===== src/rtl/hazard_ctrl.sv =====
// hazard_ctrl: pipeline sequencing controller for load-use stalls, taken-branch flushes and HALT drain
//   clk, reset (async, active-low); read-stage operands rd_*; execute-stage status ex_*
//   stall_fetch/stall_read/bubble_execute, flush_fetch/flush_read, busy, halted
//   stall_cnt/flush_cnt saturating perf counters when PERF_CNT_EN is defined, else tied to 0
module hazard_ctrl #(
  parameter int LOAD_LAT = 2,
  parameter int CNT_W = 16
) (
  input  logic             clk,
  input  logic             reset,
  input  logic             rd_valid,
  input  logic [2:0]       rd_raddr_1,
  input  logic [2:0]       rd_raddr_2,
  input  logic             rd_uses_1,
  input  logic             rd_uses_2,
  input  logic             ex_valid,
  input  logic             ex_is_load,
  input  logic [2:0]       ex_dest,
  input  logic             ex_branch_taken,
  input  logic             ex_halt,
  output logic             stall_fetch,
  output logic             stall_read,
  output logic             bubble_execute,
  output logic             flush_fetch,
  output logic             flush_read,
  output logic             busy,
  output logic             halted,
  output logic [CNT_W-1:0] stall_cnt,
  output logic [CNT_W-1:0] flush_cnt
);
  typedef enum logic [1:0] {RUN, LOAD_WAIT, HALT} state_t;
  localparam int WW = $clog2(LOAD_LAT + 1);
  localparam logic [WW-1:0] WAIT_INIT = WW'(LOAD_LAT > 1 ? LOAD_LAT - 2 : 0);
  state_t state_q, state_d;
  logic [WW-1:0] wait_q, wait_d;
  logic luh;
  assign luh = rd_valid & ex_valid & ex_is_load &
               ((rd_uses_1 & (ex_dest == rd_raddr_1)) | (rd_uses_2 & (ex_dest == rd_raddr_2)));
  always_ff @(posedge clk or negedge reset)
    if (!reset) begin
      state_q <= RUN;
      wait_q  <= '0;
    end else begin
      state_q <= state_d;
      wait_q  <= wait_d;
    end
  always_comb begin
    state_d = state_q;
    wait_d = wait_q;
    stall_fetch = 1'b0;
    stall_read = 1'b0;
    bubble_execute = 1'b0;
    flush_fetch = 1'b0;
    flush_read = 1'b0;
    busy = 1'b0;
    halted = 1'b0;
    if (state_q == HALT) begin
      {stall_fetch, stall_read, bubble_execute, busy, halted} = '1;
    end else if (state_q == LOAD_WAIT) begin
      {stall_fetch, stall_read, bubble_execute, busy} = '1;
      state_d = (wait_q == '0) ? RUN : LOAD_WAIT;
      wait_d = (wait_q == '0) ? wait_q : wait_q - WW'(1);
    end else if (ex_halt) begin
      {flush_fetch, flush_read} = '1;
      state_d = HALT;
    end else if (ex_branch_taken) begin
      {flush_fetch, flush_read} = '1;
    end else if (luh) begin
      {stall_fetch, stall_read, bubble_execute} = '1;
      // the luh cycle itself is the first of the LOAD_LAT stall cycles
      state_d = (LOAD_LAT > 1) ? LOAD_WAIT : RUN;
      wait_d = WAIT_INIT;
    end
    // outputs follow reset asynchronously, not just at the next edge
    if (!reset) {stall_fetch, stall_read, bubble_execute, flush_fetch, flush_read, busy, halted} = '0;
  end
`ifdef PERF_CNT_EN
  logic [CNT_W-1:0] stall_cnt_q, flush_cnt_q;
  always_ff @(posedge clk or negedge reset)
    if (!reset) begin
      stall_cnt_q <= '0;
      flush_cnt_q <= '0;
    end else begin
      if (stall_read && state_q != HALT && !(&stall_cnt_q)) stall_cnt_q <= stall_cnt_q + CNT_W'(1);
      if (flush_read && !(&flush_cnt_q)) flush_cnt_q <= flush_cnt_q + CNT_W'(1);
    end
  assign stall_cnt = stall_cnt_q;
  assign flush_cnt = flush_cnt_q;
`else
  assign stall_cnt = '0;
  assign flush_cnt = '0;
`endif
endmodule

===== config.mk =====
export PLATFORM = sky130hd
export DESIGN_NAME = hazard_ctrl
export DESIGN_NICKNAME = d
export VERILOG_FILES = /design/src/rtl/hazard_ctrl.sv
export SDC_FILE = /design/constraint.sdc
export NUM_CORES = 1
export LEC_CHECK = 0
export ABC_AREA = 1
export ABC_CLOCK_PERIOD_IN_PS = 1510
export BUFFER_PORTS_ARGS = -buffer_cell sky130_fd_sc_hd__buf_2
export CAP_MARGIN = 25
export CORE_UTILIZATION = 35
export CTS_CLUSTER_DIAMETER = 60
export DETAILED_ROUTE_END_ITERATION = 10
export PLACE_DENSITY = 0.76
export SETUP_SLACK_MARGIN = 0.5
export SLEW_MARGIN = 40
export SYNTH_ARGS = -nofsm -noshare
export SYNTH_HDL_FRONTEND = slang
export SYNTH_SLANG_ARGS = --single-unit

===== constraint.sdc =====
create_clock -name clk -period 1.51 [get_ports clk]
set_clock_uncertainty 0.2 [all_clocks]
set_input_delay 0.2265 -clock clk [delete_from_list [all_inputs] [get_ports clk]]
set_output_delay 0.2265 -clock clk [all_outputs]
set_load 0.03 [all_outputs]

==> results of run 1 <==
==> worst max path at each step <==
stage          slack (ns)  depth (start not counted)        from              to
2_1_floorplan       -0.23                          6  state_q[1]     stall_fetch
3_3_place_gp        -0.10                          6  state_q[1]  bubble_execute
3_5_place_dp        -0.14                         10  ex_dest[2]      stall_read
4_1_cts             -0.35                          6  state_q[1]      stall_read
5_1_grt             -0.42                          6  state_q[1]  bubble_execute
6_report            -0.35                          6  state_q[1]  bubble_execute
==> sequential cells by signal (all words and copies together), names as in the netlist <==
register / count
state_q: 2
wait_q: 2
==> through the flow <==
stage	cells	setup WS [ns]	area [um^2]	util, %	hold WS (ns)
3_3_place_gp	165	-0.101	797	44.2	-0.0710
4_1_cts	171	-0.345	916	50.8	0.0885
6_report	172	-0.347	938	52.1	0.0959
5_1_grt	172	-0.419	938	52.1	0.107
3_5_place_dp	165	-0.139	797	44.2	-0.0635
2_1_floorplan	146	-0.227	878	-	-0.269
==> placed cells by master, fill, tap and decap left out, types with 2 or more instances in the layout <==
master | Yosys | final
conb_1 | 1 | 32
nand2_1 | 31 | 28
buf_2 | 0 | 17
inv_1 | 18 | 15
buf_4 | 35 | 10
nor2_1 | 10 | 7
nand2_2 | 3 | 5
buf_6 | 0 | 5
inv_2 | 1 | 3
clkbuf_4 | 0 | 3
dfrtp_1 | 4 | 3
nor2_4 | 0 | 2
ha_4 | 0 | 2
==> layout make-up <==
type	count	area, um^2	area share (%)
repair buffers	33	226	24.1
multi-input cells	88	483	51.5
clock buffers	3	22.5	2.40
flip-flops and latches	4	101	10.8
well taps	25	31.3	3.33
inverters	19	73.8	7.87
==> report_power, final <==
group / total (W) / leakage [nW] / switching [W] / internal [W]
clock network: 0.000130 / 0.0138 / 0.0000409 / 0.0000887
registers: 0.000203 / 0.0497 / 0.0000417 / 0.000162
logic: 0.00121 / 0.513 / 0.000712 / 0.000496
==> layer usage <==
| metal | global-route usage [%] | up-vias | wire length [um] |
|---|---|---|---|
| li1 | - | 336 | - |
| met1 | 13.2 | 279 | 490 |
| met2 | 26.9 | 31 | 839 |
| met3 | 3.08 | 0 | 82 |
| met4 | 7.43 | 0 | 0 |
| met5 | 0 | - | 0 |
==> worst max-delay path, stage by stage (launching register included) <==
cell	delay, ns
dfrtp_1	0.39
inv_2	0.07
ha_4	0.13
a21oi_2	0.04
or2_4	0.23
o21ai_4	0.14
buf_4	0.18
==> logic make-up after synthesis <==
kind of cell | count (synthesis)
flops | 4
other cells | 1
buf+inv | 54
fa+ha+maj | 3
compound gates | 4
simple gates | 49
==> repair_timing <==
item	CTS	global route
setup buffers	2	1
endpoints found under the hold margin	4	0
gates resized for setup	20	4
hold buffers	1	0
endpoints found under the setup margin	11	11
pin swaps	6	2
==> impl_metrics.csv, run 1 <==
group,metric,value,unit
outcome,status,"finished, violations left",
outcome,violations,"setup timing",
hold_path,hold_path_end,"state_q[1]",
timing,timing.fmax,0.539,GHz
setup_path,end_kind,"output pin",
power,finalPower,0.00154,W
timing,fin_crit_sh,123,%
global_route,overflow,0,
synth,ys_async_sr_fraction,100,%
timing,grt_setup_unrepaired,"true",
placement,io_buffer_count,24,
synth,synth_xor_xnor_area_share,0,%
synth,yosysTopAreaCell,"buf_4",
timing,worst_slack,-0.347,ns
synth,ys_seq_area_share,14.2,%
route,via_per_inst,3.76,
clock_tree,path_clk_slew,0.03,ns
placement,place_hpwl,1060,um
synth,synth_top_family_by_area,"buffers and inverters",
global_route,track_usage,13.8,%
synth,avgSynthCellArea,6.13,um^2
clock_tree,cts_buffers,3,
final_layout,nFillCells,183,
timing,hold_violations,0,
route,routed_wl,1410,um
timing,drv_slew,0,
global_route,grt_pass1_vias,563,
power,powerDensity,1640,mW/mm^2
synth,synth_mux_area_share,0,%
clock_tree,insertion_delay,0.23,ns
synth,synth-seq-cells,4,
synth,synth_cell_types,17,
clock_tree,cts_tree,"yes",
setup_path,r2r_start,"state_q[0]",
hold_path,holdPathStages,3,
route,dr_total_vias,646,
synth,yosysWarnings,0,
clock_tree,cts-root-buf,"clkbuf_4",
hold_path,hold_path_class,"in -> reg",
setup_path,regToRegEndpoint,"wait_q[1]",
setup_path,critPathKind,"reg -> out",
synth,synth_edf_count,0,
floorplanning,io_pins,57,
final_layout,area_delta_synth_final,33.2,%
route,drc,0,
setup_path,reg2regPathDepth,7,
synth,synth.area.top_cells,"buf_4, nand2_1, dfrtp_1, inv_1, ha_1",
synth,synth_fa_ha_area_share,5.33,%
floorplanning,row_count,15,
floorplanning,dieArea,0.00220,mm^2
floorplanning,die_h,46.9,um
synth,syn-cell-area,704,um^2
final_layout,layout-drive-gt1-share,39.5,%
synth,synth.most_common_cell,"buf_4",
timing,setup_tns,-1.98,ns
timing,setup_violations,10,
route,dr.first_iter.drc_count,9,
final_layout,layout.nets,170,
synth,synthSimpleGateAreaFrac,29.3,%
hold_path,worstHoldStart,"ex_halt",
route,ant_nets,0,
setup_path,required,1.08,ns
synth,synth_compound_area_share,3.20,%
setup_path,reg2reg_slack,-0.12,ns
synth,netlist_instances,115,
clock_tree,cts.sinks,4,
synth,synth_ff_type,"dfrtp_1",
route,wire_per_inst,8.20,um
route,firstDrtPassIters,3,
setup_path,crit_path_start_kind,"flip-flop",
floorplanning,die_x,46.9,um
clock_tree,cts.path.max_buffers,2,
global_route,grt_max_degree,5,
synth,synth_top_area_share,37.3,%
floorplanning,start_util,39.1,%
setup_path,cp_max_fo,3,
timing,layout_min_cycle_time,1.86,ns
setup_path,cp.arrival,1.43,ns
placement,place_congestion,0.825,
run,maxCapViolCount,0,
global_route,antenna_found_initial,0,
clock_tree,cts_max_level,1,
global_route,grt_pass1_wl,2130,um
power,ir_worst_vdd,0.714,mV
final_layout,diodes,0,
power,p_leak,0.577,nW
synth,post_synth_most_frequent_cells,"buf_4, nand2_1, inv_1",
floorplanning,core,0.00180,mm^2
Note: power is estimated with default switching activity, not from simulation.
==> run 2, diff against run 1 <==
==> constraint.sdc (replaced) <==
create_clock -name clk -period 1.51 [get_ports clk]
set_clock_uncertainty 0.2 [all_clocks]
set_input_delay 0.302 -clock clk [delete_from_list [all_inputs] [get_ports clk]]
set_output_delay 0.302 -clock clk [all_outputs]
set_load 0.03 [all_outputs]
==> impl_metrics.csv, run 2 (same netlist as run 1, synthesis figures left out) <==
group,metric,value,unit
outcome,status,"finished, violations left",
outcome,violations,"setup timing",
clock_tree,insertion_delay,0.24,ns
floorplanning,row_count,15,
route,via_per_inst,4.01,
global_route,grt_pass1_wl,2240,um
setup_path,critPathLaunch,"state_q[1]",
global_route,track_usage,15.1,%
power,switching_share,49.6,%
timing,worst_slack,-0.450,ns
clock_tree,path_clk_slew,0.04,ns
floorplanning,die_h,46.9,um
setup_path,r2r_start,"state_q[1]",
route,dr_total_vias,717,
final_layout,final_cells,179,
global_route,met1_usage,13.6,%
setup_path,path_delay_family,"buffers and inverters",
floorplanning,core,0.00180,mm^2
setup_path,end_kind,"output pin",
final_layout,area_delta_synth_final,43.3,%
timing,hold_violations,0,
clock_tree,cts_buffers,3,
power,ir_worst_vdd,0.854,mV
global_route,grtUsageMet3,2.69,%
final_layout,top_regs,"state_q (2), wait_q (2)",
power,p_leak,0.614,nW
route,ant_nets,0,
final_layout,mostFrequentLayoutCells,"conb_1, nand2_1, buf_2",
placement,place_congestion,0.776,
setup_path,max_stage_delay,0.39,ns
placement,dp.cells,170,
power,switchingPower,0.000797,W
timing,fin_hold_ws,0.257,ns
placement,placed_area,835,um^2
run,maxCapViolCount,0,
route,drc,0,
timing,setup_violations,11,
floorplanning,dieArea,0.00220,mm^2
setup_path,cp_max_fo,3,
global_route,met2_usage,30.0,%
timing,fin_crit_sh,130,%
final_layout,layout-drive-gt1-share,42.9,%
hold_path,worstHoldStart,"ex_halt",
hold_path,hold_path_class,"in -> reg",
clock_tree,cts.sinks,4,
final_layout,layout.nets,177,
global_route,grt_max_degree,5,
timing,grt_setup_unrepaired,"true",
setup_path,required,1.01,ns
route,wire_per_inst,9.30,um
global_route,gr-max-usage-layer,"met2",
floorplanning,die_x,46.9,um
clock_tree,cts_tree,"yes",
global_route,overflow,0,
setup_path,critPathBufInv,4,
power,pwr-share-seq,12.4,%
route,dr.first_iter.drc_count,8,
power,clkPwrFrac,8.3,%
setup_path,crit_chain,"buf_4 > buf_6 > ha_4 > inv_2 > nand2_2 > nor2_4 > buf_6",
setup_path,critPathKind,"reg -> out",
clock_tree,cts_max_level,1,
clock_tree,cts-root-buf,"clkbuf_4",
floorplanning,io_pins,57,
setup_path,cp.arrival,1.46,ns
setup_path,reg2reg_slack,-0.11,ns
route,firstDrtPassIters,4,
setup_path,cp_common_cell,"buf_6",
placement,io_buffer_count,24,
final_layout,final_common_cell,"conb_1",
global_route,grt_pass1_vias,598,
clock_tree,cts.path.max_buffers,2,
final_layout,design_area,0.00101,mm^2
power,p_int,0.000810,W
power,powerDensity,1590,mW/mm^2
setup_path,crit_path_start_kind,"flip-flop",
route,routed_wl,1670,um
timing,layout_min_cycle_time,1.96,ns
final_layout,diodes,0,
placement,place_hpwl,1230,um
power,power_frac_comb,79.3,%
setup_path,critPathSlowestCell,"dfrtp_1",
timing,timing.fmax,0.510,GHz
global_route,antenna_found_initial,0,
timing,drv_slew,0,
floorplanning,start_util,39.1,%
## run 2: cell types whose count changed in the layout (fill, tap and decap cells not counted), sizes merged
cell and delta:
buf +7
## run 2: cell type report
class / count / area, um^2
clock buffers: 3 / 22.5
fillers: 175 / 792
inverters: 19 / 73.8
multi-input cells: 88 / 488
flip-flops and latches: 4 / 100
well taps: 25 / 31.3
repair buffers: 40 / 294
## run 2: repair_timing
item,in CTS,in global routing
endpoints found under the hold margin,4,0
gates resized for setup,23,6
pin swaps,5,4
buffers inserted,2,3
endpoints found under the setup margin,11,11
hold buffers,1,0
## run 2: final timing paths
| kind | cells past startpoint | to |
|---|---|---|
| max reg2reg | 8 | wait_q[0] |
| max | 7 | flush_read |
| min in group asynchronous | 3 | wait_q[1] |
| min reg2reg | 2 | wait_q[0] |
| min | 4 | state_q[1] |
| max in group asynchronous | 3 | state_q[0] |
## run 2: through the flow
| step | util, % | total power, W | TNS (ns) | setup WS (ns) |
|---|---|---|---|---|
| 6_report | 56.0 | 0.00161 | -3.09 | -0.450 |
| 3_3_place_gp | 46.3 | 0.00106 | -1.10 | -0.224 |
| 5_1_grt | 56.0 | 0.00171 | -3.61 | -0.500 |
| 3_5_place_dp | 46.3 | 0.00109 | -1.45 | -0.286 |
| 2_1_floorplan | - | 0.000981 | -0.982 | -0.303 |
| 4_1_cts | 53.5 | 0.00147 | -2.42 | -0.435 |
## run 2: tightest hold or removal path: cells and delay by family
kind,cells,cell delay [ns]
AND/OR/NAND/NOR,2,0.14
buffers and inverters,2,0.21
## run 2: power by group through the flow
stage | Sequential, W | Clock [W] | Combinational [W]
6_report | 0.000199 | 0.000134 | 0.00127
4_1_cts | 0.000198 | 0.000136 | 0.00113
3_3_place_gp | 0.000201 | 0 | 0.000861
2_1_floorplan | 0.000194 | 0 | 0.000787
3_5_place_dp | 0.000203 | 0 | 0.000884
5_1_grt | 0.000204 | 0.000143 | 0.00136
## run 2: layer usage
layer	share of wire, %	wire (um)
met1	33	557
met2	59	986
met3	5.9	98
met4	1.3	21
met5	0	0
==> run 3, diff against run 2 <==
--- a/config.mk
+++ b/config.mk
@@ -9,11 +9,13 @@
 export ABC_CLOCK_PERIOD_IN_PS = 1510
 export BUFFER_PORTS_ARGS = -buffer_cell sky130_fd_sc_hd__buf_2
 export CAP_MARGIN = 25
+export CORE_MARGIN = 4
 export CORE_UTILIZATION = 35
 export CTS_CLUSTER_DIAMETER = 60
 export DETAILED_ROUTE_END_ITERATION = 10
 export PLACE_DENSITY = 0.76
 export SETUP_SLACK_MARGIN = 0.5
+export SKIP_LAST_GASP = 1
 export SLEW_MARGIN = 40
 export SYNTH_ARGS = -nofsm -noshare
 export SYNTH_HDL_FRONTEND = slang
==> impl_metrics.csv, run 3 (same netlist as run 1, synthesis figures left out) <==
group,metric,value,unit
route,wire_per_inst,9.54,um
global_route,gr-max-usage-layer,"met2",
final_layout,top_regs,"state_q (2), wait_q (2)",
floorplanning,die_x,52.9,um
setup_path,critPathBufInv,2,
final_layout,layout-drive-gt1-share,43.1,%
floorplanning,core,0.00182,mm^2
placement,place_ws,-0.235,ns
global_route,grt_pass1_vias,704,
setup_path,required,1.01,ns
run,maxCapViolCount,0,
final_layout,final_cells,178,
setup_path,r2r_start,"state_q[1]",
placement,io_buffer_count,24,
route,drc,0,
clock_tree,cts_max_level,1,
setup_path,path_delay_family,"flip-flops",
outcome,status,"finished, violations left",
final_layout,area_delta_synth_final,40.5,%
setup_path,critPathSlowestCell,"dfrtp_1",
power,powerDensity,1600,mW/mm^2
timing,setup_tns,-2.95,ns
setup_path,critPathKind,"reg -> out",
outcome,violations,"hold timing, setup timing",
setup_path,max_stage_delay,0.38,ns
route,via_per_inst,3.89,
clock_tree,cts-root-buf,"clkbuf_4",
route,ant_nets,0,
clock_tree,cts.path.max_buffers,2,
placement,place_hpwl,1300,um
hold_path,hold_path_class,"in -> async",
floorplanning,io_pins,57,
placement,place_congestion,0.793,
final_layout,layout.nets,176,
final_layout,nFillCells,183,
final_layout,diodes,0,
placement,placed_area,827,um^2
setup_path,crit_chain,"inv_2 > ha_4 > a21oi_2 > or2_4 > o21ai_4 > buf_6",
setup_path,critPathLaunch,"state_q[1]",
route,routed_wl,1700,um
timing,setup_violations,10,
route,dr.first_iter.drc_count,11,
timing,drv_slew,0,
clock_tree,path_clk_slew,0.04,ns
timing,layout_min_cycle_time,1.92,ns
floorplanning,die_h,52.9,um
final_layout,mostFrequentLayoutCells,"conb_1, nand2_1, buf_2",
placement,dp.cells,169,
route,dr_total_vias,692,
setup_path,cp.arrival,1.42,ns
power,ir_worst_vdd,0.647,mV
timing,grt_setup_unrepaired,"true",
floorplanning,dieArea,0.00279,mm^2
setup_path,end_kind,"output pin",
timing,timing.fmax,0.521,GHz
floorplanning,row_count,15,
final_layout,final_common_cell,"conb_1",
global_route,overflow,0,
final_layout,design_area,990,um^2
global_route,met1_usage,9.71,%
clock_tree,cts_tree,"yes",
clock_tree,cts_buffers,3,
global_route,track_usage,12.2,%
route,firstDrtPassIters,4,
floorplanning,start_util,38.7,%
setup_path,cp_max_fo,3,
setup_path,crit_path_start_kind,"flip-flop",
global_route,met2_usage,26.4,%
timing,fin_crit_sh,127,%
timing,hold_violations,2,
global_route,grt_pass1_wl,2560,um
global_route,grtUsageMet3,1.13,%
clock_tree,insertion_delay,0.23,ns
power,p_leak,0.614,nW
clock_tree,cts.sinks,4,
timing,fin_hold_ws,-0.00540,ns
global_route,antenna_found_initial,0,
timing,worst_slack,-0.411,ns
global_route,grt_max_degree,5,
run 3: cell type report:
cell class | count | area, um^2 | share of cell area (%)
Clock buffer | 3 | 22.5 | 2.28
Inverter | 19 | 73.8 | 7.46
Multi-Input combinational cell | 88 | 475 | 48.0
Sequential cell | 4 | 101 | 10.2
Tap cell | 25 | 31.3 | 3.16
Timing Repair Buffer | 39 | 285 | 28.8
run 3: metrics by stage:
| stage | power [W] | util, % |
|---|---|---|
| 2_1_floorplan | 0.000981 | - |
| 3_3_place_gp | 0.00106 | 45.4 |
| 3_5_place_dp | 0.00109 | 45.4 |
| 4_1_cts | 0.00150 | 53.0 |
| 5_1_grt | 0.00169 | 54.4 |
| 6_report | 0.00159 | 54.4 |
run 3: worst paths after layout:
| path | end | slack, ns | cells past startpoint |
|---|---|---|---|
| worst max-delay path | stall_fetch | -0.41 | 6 |
| worst min-delay path | state_q[1] | -0.005 | 3 |
| worst max register to register | wait_q[0] | -0.22 | 8 |
| worst min register to register | wait_q[1] | 0.27 | 2 |
| max in group asynchronous | state_q[0] | 0.91 | 3 |
| min in group clk | state_q[1] | 0.25 | 4 |
run 3: timing repair:
| action | 4_1_cts | 5_1_grt |
|---|---|---|
| hold buffers | 1 | 0 |
| buffers inserted | 3 | 2 |
| endpoints found under the hold margin | 4 | 0 |
| cloned | 0 | 0 |
| resized for setup | 23 | 6 |
| endpoints found under the setup margin | 11 | 15 |
| pin swaps | 6 | 2 |
run 3: worst register-to-register path: stages (launching register included):
cell and delay, ns:
dfrtp_1 0.38, buf_4 0.16, ha_4 0.17, buf_4 0.13, buf_4 0.13, a211oi_2 0.21, nand2_2 0.10, nand2_1 0.07
nand2_1 0.05
run 3: power breakdown:
group / switching [W] / internal (W)
Clock: 0.0000433 / 0.0000889
Combinational: 0.000714 / 0.000540
Sequential: 0.0000396 / 0.000162
run 3: per-layer routing:
layer,wire [um],share of wire [%]
met1,560,33
met2,1010,59
met3,109,6.4
met4,21,1.2
met5,0,0
